==> src/rtl/irr_unit.sv <==
// Interrupt request register: latches IR lines (edge or level mode) and
// clears the acknowledged bit on the first clock of each first-INTA pulse.
module irr_unit (
    input  logic       clk,
    input  logic       reset,
    input  logic       LTIM,
    input  logic [7:0] IRBus,
    input  logic [2:0] highestPriority,
    input  logic       INTA,
    input  logic       currentPulse,
    output logic [7:0] irr
);

    logic [7:0] r_irr;
    logic [7:0] r_ir_prev;
    logic       r_inta_prev;

    logic       w_ack;
    logic [7:0] w_ack_mask;
    logic [7:0] w_set;
    logic [7:0] w_irr_next;

    function automatic logic [7:0] onehot8(input logic [2:0] idx);
        logic [7:0] res;
        res      = 8'h00;
        res[idx] = 1'b1;
        return res;
    endfunction

    // Only the falling INTA edge of the first pulse acknowledges; clear beats set.
    always_comb begin
        w_ack      = ~INTA & r_inta_prev & currentPulse;
        w_ack_mask = w_ack ? onehot8(highestPriority) : 8'h00;
        w_set      = IRBus & ~r_ir_prev;
        if (LTIM) begin
            w_irr_next = IRBus & ~w_ack_mask;
        end else begin
            w_irr_next = (r_irr | w_set) & ~w_ack_mask;
        end
    end

    always_ff @(posedge clk or negedge reset) begin
        if (!reset) begin
            r_irr       <= 8'h00;
            r_ir_prev   <= 8'h00;
            r_inta_prev <= 1'b1;
        end else begin
            r_irr       <= w_irr_next;
            r_ir_prev   <= IRBus;
            r_inta_prev <= INTA;
        end
    end

    assign irr = r_irr;

endmodule

==> config.mk <==
export PLATFORM = sky130hd
export DESIGN_NAME = irr_unit
export DESIGN_NICKNAME = d
export VERILOG_FILES = /design/src/rtl/irr_unit.sv
export SDC_FILE = /design/constraint.sdc
export NUM_CORES = 1
export LEC_CHECK = 0
export ABC_CLOCK_PERIOD_IN_PS = 2250
export CAP_MARGIN = 20
export CORE_UTILIZATION = 45
export DETAILED_ROUTE_END_ITERATION = 10
export PLACE_DENSITY_LB_ADDON = 0.1
export SETUP_SLACK_MARGIN = 0.2
export SLEW_MARGIN = 20
export SYNTH_ARGS = -nofsm -noshare
export SYNTH_HDL_FRONTEND = slang
export SYNTH_SLANG_ARGS = --single-unit
==> constraint.sdc <==
create_clock -name clk -period 2.25 [get_ports clk]
set_clock_uncertainty 0.1 [all_clocks]
set_input_delay 0.225 -clock clk [delete_from_list [all_inputs] [get_ports clk]]
set_output_delay 0.225 -clock clk [all_outputs]
set_load 0.01 [all_outputs]
## After elaboration in Yosys (flattened, before gate mapping)

Cells that the tools add are included.

| word-level totals | value |
|---|---|
| bits in registers | 17 |
| bits in latches | 0 |
| memory bits (writable) | 0 |
| bits in read-only memories | 0 |
| input bits | 16 |
| output and inout bits | 8 |
| memories | 0 |

| cells by class | value |
|---|---|
| add/subtract/negate cells | 0 |
| multipliers | 0 |
| div/mod/pow operators | 0 |
| order comparisons | 2 |
| equality and inequality tests | 0 |
| shift-type cells | 0 |
| mux-type cells | 4 |
| bitwise gates (word level) | 9 |
| reduce and logical (&&, ||, !) cells | 1 |

Operators with widths:

| kind | count |
|---|---|
| 8-bit AND | 3 |
| 8-bit 2-to-1 mux | 2 |
| 8-bit NOT | 2 |
| 8-bit bitwise OR | 1 |
| 3-bit by 4-bit less-than comparator with 1-bit output, second input constant | 1 |
| 1-bit demux with 3-bit select | 1 |
| 3-bit by 1-bit greater-or-equal comparator with 1-bit output, second input constant | 1 |
| 1-bit AND | 2 |
| 1-bit logical AND | 1 |
| 1-bit 2-to-1 mux | 1 |
| 1-bit NOT | 1 |

## Depth between registers and ports, before layout

| logic depth | value |
|---|---|
| depth after elaboration | 8 |
| gate-level depth with buffers | 4 |
| gate-level depth less buffers | 3 |

## Least setup slack after synthesis

No wires, ideal clock.

| path | value |
|---|---|
| kind | register to register |
| from | reg r_inta_prev |
| to | reg r_irr[7], in the netlist irr[7] |
| arrival | 908 ps |
| data required time | 2014 ps |
| path slack | 1107 ps |
| stages on the path, launching flop included | 4 |
| path buffers | 0 |
| period minus slack after synthesis | 1143 ps |
| path through | dfstp_2 nand2_1 nor3b_2 a32oi_1 |

| on the way | value |
|---|---|
| word-level cells in the longest chain between the ends | 6 |
| elaborated cells between the ends (all ways) | 7 |
| classes of those cells | 2 x mux; 5 x bitwise |

RTL lines:

| item | line | source |
|---|---|---|
| start, declared | 16 | `logic r_inta_prev;` |
| start signal, assigned | 46 | `r_inta_prev <= 1'b1;` |
| start signal, assigned | 50 | `r_inta_prev <= INTA;` |
| 1-bit AND (*) (2 in series) | 32 | `w_ack = ~INTA & r_inta_prev & currentPulse;` |
| 8-bit 2-to-1 mux (*) | 33 | `w_ack_mask = w_ack ? onehot8(highestPriority) : 8'h00;` |
| 8-bit NOT (*) | 36, 38 |  |
| 8-bit AND (on tied branches) | 38, 36 |  |
| 8-bit 2-to-1 mux (*) | 35 | `if (LTIM) begin` |
| named net w_irr_next[7] | 21 | `logic [7:0] w_irr_next;` |
| end signal, assigned | 48 | `r_irr <= w_irr_next;` |
| end, declared | 14 | `logic [7:0] r_irr;` |

Mark *: on every way through the listed nets, which the timed path passes. The rest lies on a longest branch.

## Worst setup path in the final report

| path | value |
|---|---|
| from | reg r_irr[7], in the netlist irr[7] |
| to | out irr[7] |

RTL lines:

| item | line | source |
|---|---|---|
| end, declared | 11 | `output logic [7:0] irr` |

No word-level cell between the ends.

==> run metrics <==
status=finished, final reports clean; dominant cell by count in the synthesized netlist=dfrtp_1; register area=427 µm²; number of port buffers=23; Pleak=a little under 0.0004 µW; Cell Rows=13; synth warn=0; GR Util met1=0.238; FMAX=between 600 and 700 MHz; WP data required=approximately 1.9 ns; worst setup path start=irr[7]; Crit Path Class=reg2out; number of flops mapped to enable cells by yosys=0; mean number of vias per cell=around 5.2; clock power share=0.259; GR Util met2=0.273; worst setup path end=irr[7]; Main synth FF type=dfrtp_1; sw frac=0.236; Die Wd=40.8 µm; sequential cell area fraction in the yosys report=0.629; post-synthesis net count=72; Worst setup EP type=output port; Worst Path Arrival=between 1 and 1.5 ns; hold buffers post-CTS=0; R2R depth=3; max_slew headroom=0.501; Final period util=0.703; die area=between 0.0015 and 0.002 mm²; total iterations of the first detailed-routing run=4; Syn Inst Count=56; CP delay by family, top=buffers and inverters; clk slew on worst S/H paths=around 0.1 ns; ANT cells=0; Initial Util=0.502; post-synthesis area per instance=about 12 µm²; CP max-delay cell=clkdlybuf4s50_1; CTS Sinks=17; antenna violations before repair=0; delay of the slowest critical-path stage=0.56 ns; post-cts sizing count=0; Crit. path cell count=1; Setup Fix Bufs, Post-CTS=0; gr ovfl total=0; CP Cell Sequence=clkdlybuf4s50_1; Yosys top cell by area=dfrtp_1; setup TNS=0 ns; pwr/cell area=between 600 and 700 mW/mm²; Combinational Power Share=0.182; number of global-route vias before repair=approximately 490; TritonCTS clock tree=built; NetSw=between 100 and 150 µW; max-slew violation count=0; clk buf depth=2; post-route minimum period=roughly 1.6 ns; first-pass GRT wire length=1930 µm; met3 Use GR=0.0489; gpl congestion=0.705; post-synth top area share=0.590; Final Setup Violations=0; area grow syn2layout=38.9%; via count=503; First DRT Iteration DRCs=9; Final nets=99; ys async rst share=1.00; DRC viols=0; area of the multi-input gates=about 230 µm²; RR Startpoint=r_inta_prev; pin count of the biggest net entering global routing=18; Startpoint Class=register; CTS root buf=clkbuf_4; Buf+Inv Stages, Crit Path=1; final core occ=0.698; Cell variety after synth=14; worst-skew pair later-pin latency=between 0.2 and 0.3 ns; Seq cells post-synth=17; WL per Instance=approximately 13 µm; drt total wl=approximately 1300 µm; peak supply drop=about 0.34 mV; MaxCap Viol Count=0; internal power=~460 µW; crit-path max FO=2; sequential cell fraction of total power=0.559; share of cells above drive strength 1=0.0976; GR peak layer=met2; top cells by area, synth=dfrtp_1 59%, a21oi_1 8.9%, nor2b_1 7.4%; RSZ-0062 raised after global routing=no; final-report hold violation count=0; H-tree Lvls=1; HP Class=in2async; total power=a little over 600 µW; Chip Height=between 40 and 50 µm; Worst R2R Setup Slack=slightly below 1 ns; synthesized area=678 µm²; slew of the pin with the lowest slew margin=0.746 ns; Core ar.=about 0.0014 mm²; TritonCTS Buffers=3; Fillers=between 100 and 150; I/O pin count=24; Post-DRT Antenna Nets=0; Final HPWL DP=about 940 µm; reg2reg end=irr[7]; Post-synth top cells=16 x dfrtp_1, 12 x a21oi_1, 8 x nor2b_1; total track usage=0.183
-- registers in the layout, indices dropped and copies added (netlist names) --
| signal | cells |
|---|---|
| irr | 8 |
| r_inta_prev | 1 |
| r_ir_prev | 8 |
-- cell usage in the layout, fill, tap and decap left out --
cell type and instances:
inv_1 2, clkbuf_4 3, clkbuf_1 1, nor3b_2 1
nand2b_4 2, dfrtp_1 16, a32oi_1 2, nand2_1 1
o21ai_1 2, clkdlybuf4s50_1 23, a21oi_1 12, nor2b_1 8
nand2b_1 6, nor3_2 1, dfstp_2 1, nor2_1 1
-- power groups by stage --
stage | combinational [µW] | clock (µW) | sequential [µW]
after floorplan | 35.0 | 0 | 351
after global placement | 110 | 0 | 345
after detailed placement | 111 | 0 | 345
after CTS | 112 | 163 | 339
after global routing | 121 | 178 | 342
final | 111 | 157 | 339
-- metal layers --
layer,vias up,routed length (µm)
met2,21,586
met1,238,601
met5,-,0
met3,2,58
li1,242,-
met4,0,6
-- per-stage QoR --
stage / cell area [µm²] / setup WS (ns) / instances / hold WS (ns)
finish: 942 / 0.667 / 97 / 0.278
global route: 942 / 0.624 / 97 / 0.295
CTS: 942 / 0.668 / 97 / 0.301
detailed placement: 916 / 0.645 / 93 / 0.455
global placement: 916 / 0.648 / 93 / 0.443
floorplan: 678 / 1.11 / 56 / -0.171
-- kinds of logic (layout without fill, tap and decap cells) --
kind of cell	after synthesis	count (layout)	share of synthesized area
compound gates	16	16	0.129
buf+inv	3	29	0.0277
flops	17	17	0.629
simple gates	20	20	0.214
-- worst min-delay path by stage --
stage	to	slack, ns	cells after the start
finish	r_ir_prev[5]	0.28	1
floorplan	irr[0]	-0.17	0
detailed placement	irr[6]	0.45	3
global route	r_ir_prev[3]	0.29	1
CTS	r_ir_prev[0]	0.30	1
global placement	irr[7]	0.44	3
-- area by class of cell --
cell class	instances	area share
inverters	2	0.00797
repair buffers	23	0.244
clock buffers	4	0.0279
multi-input cells	36	0.247
well taps	15	0.0199
flip-flops and latches	17	0.453
No activity file was read; power rests on OpenSTA's default activity.
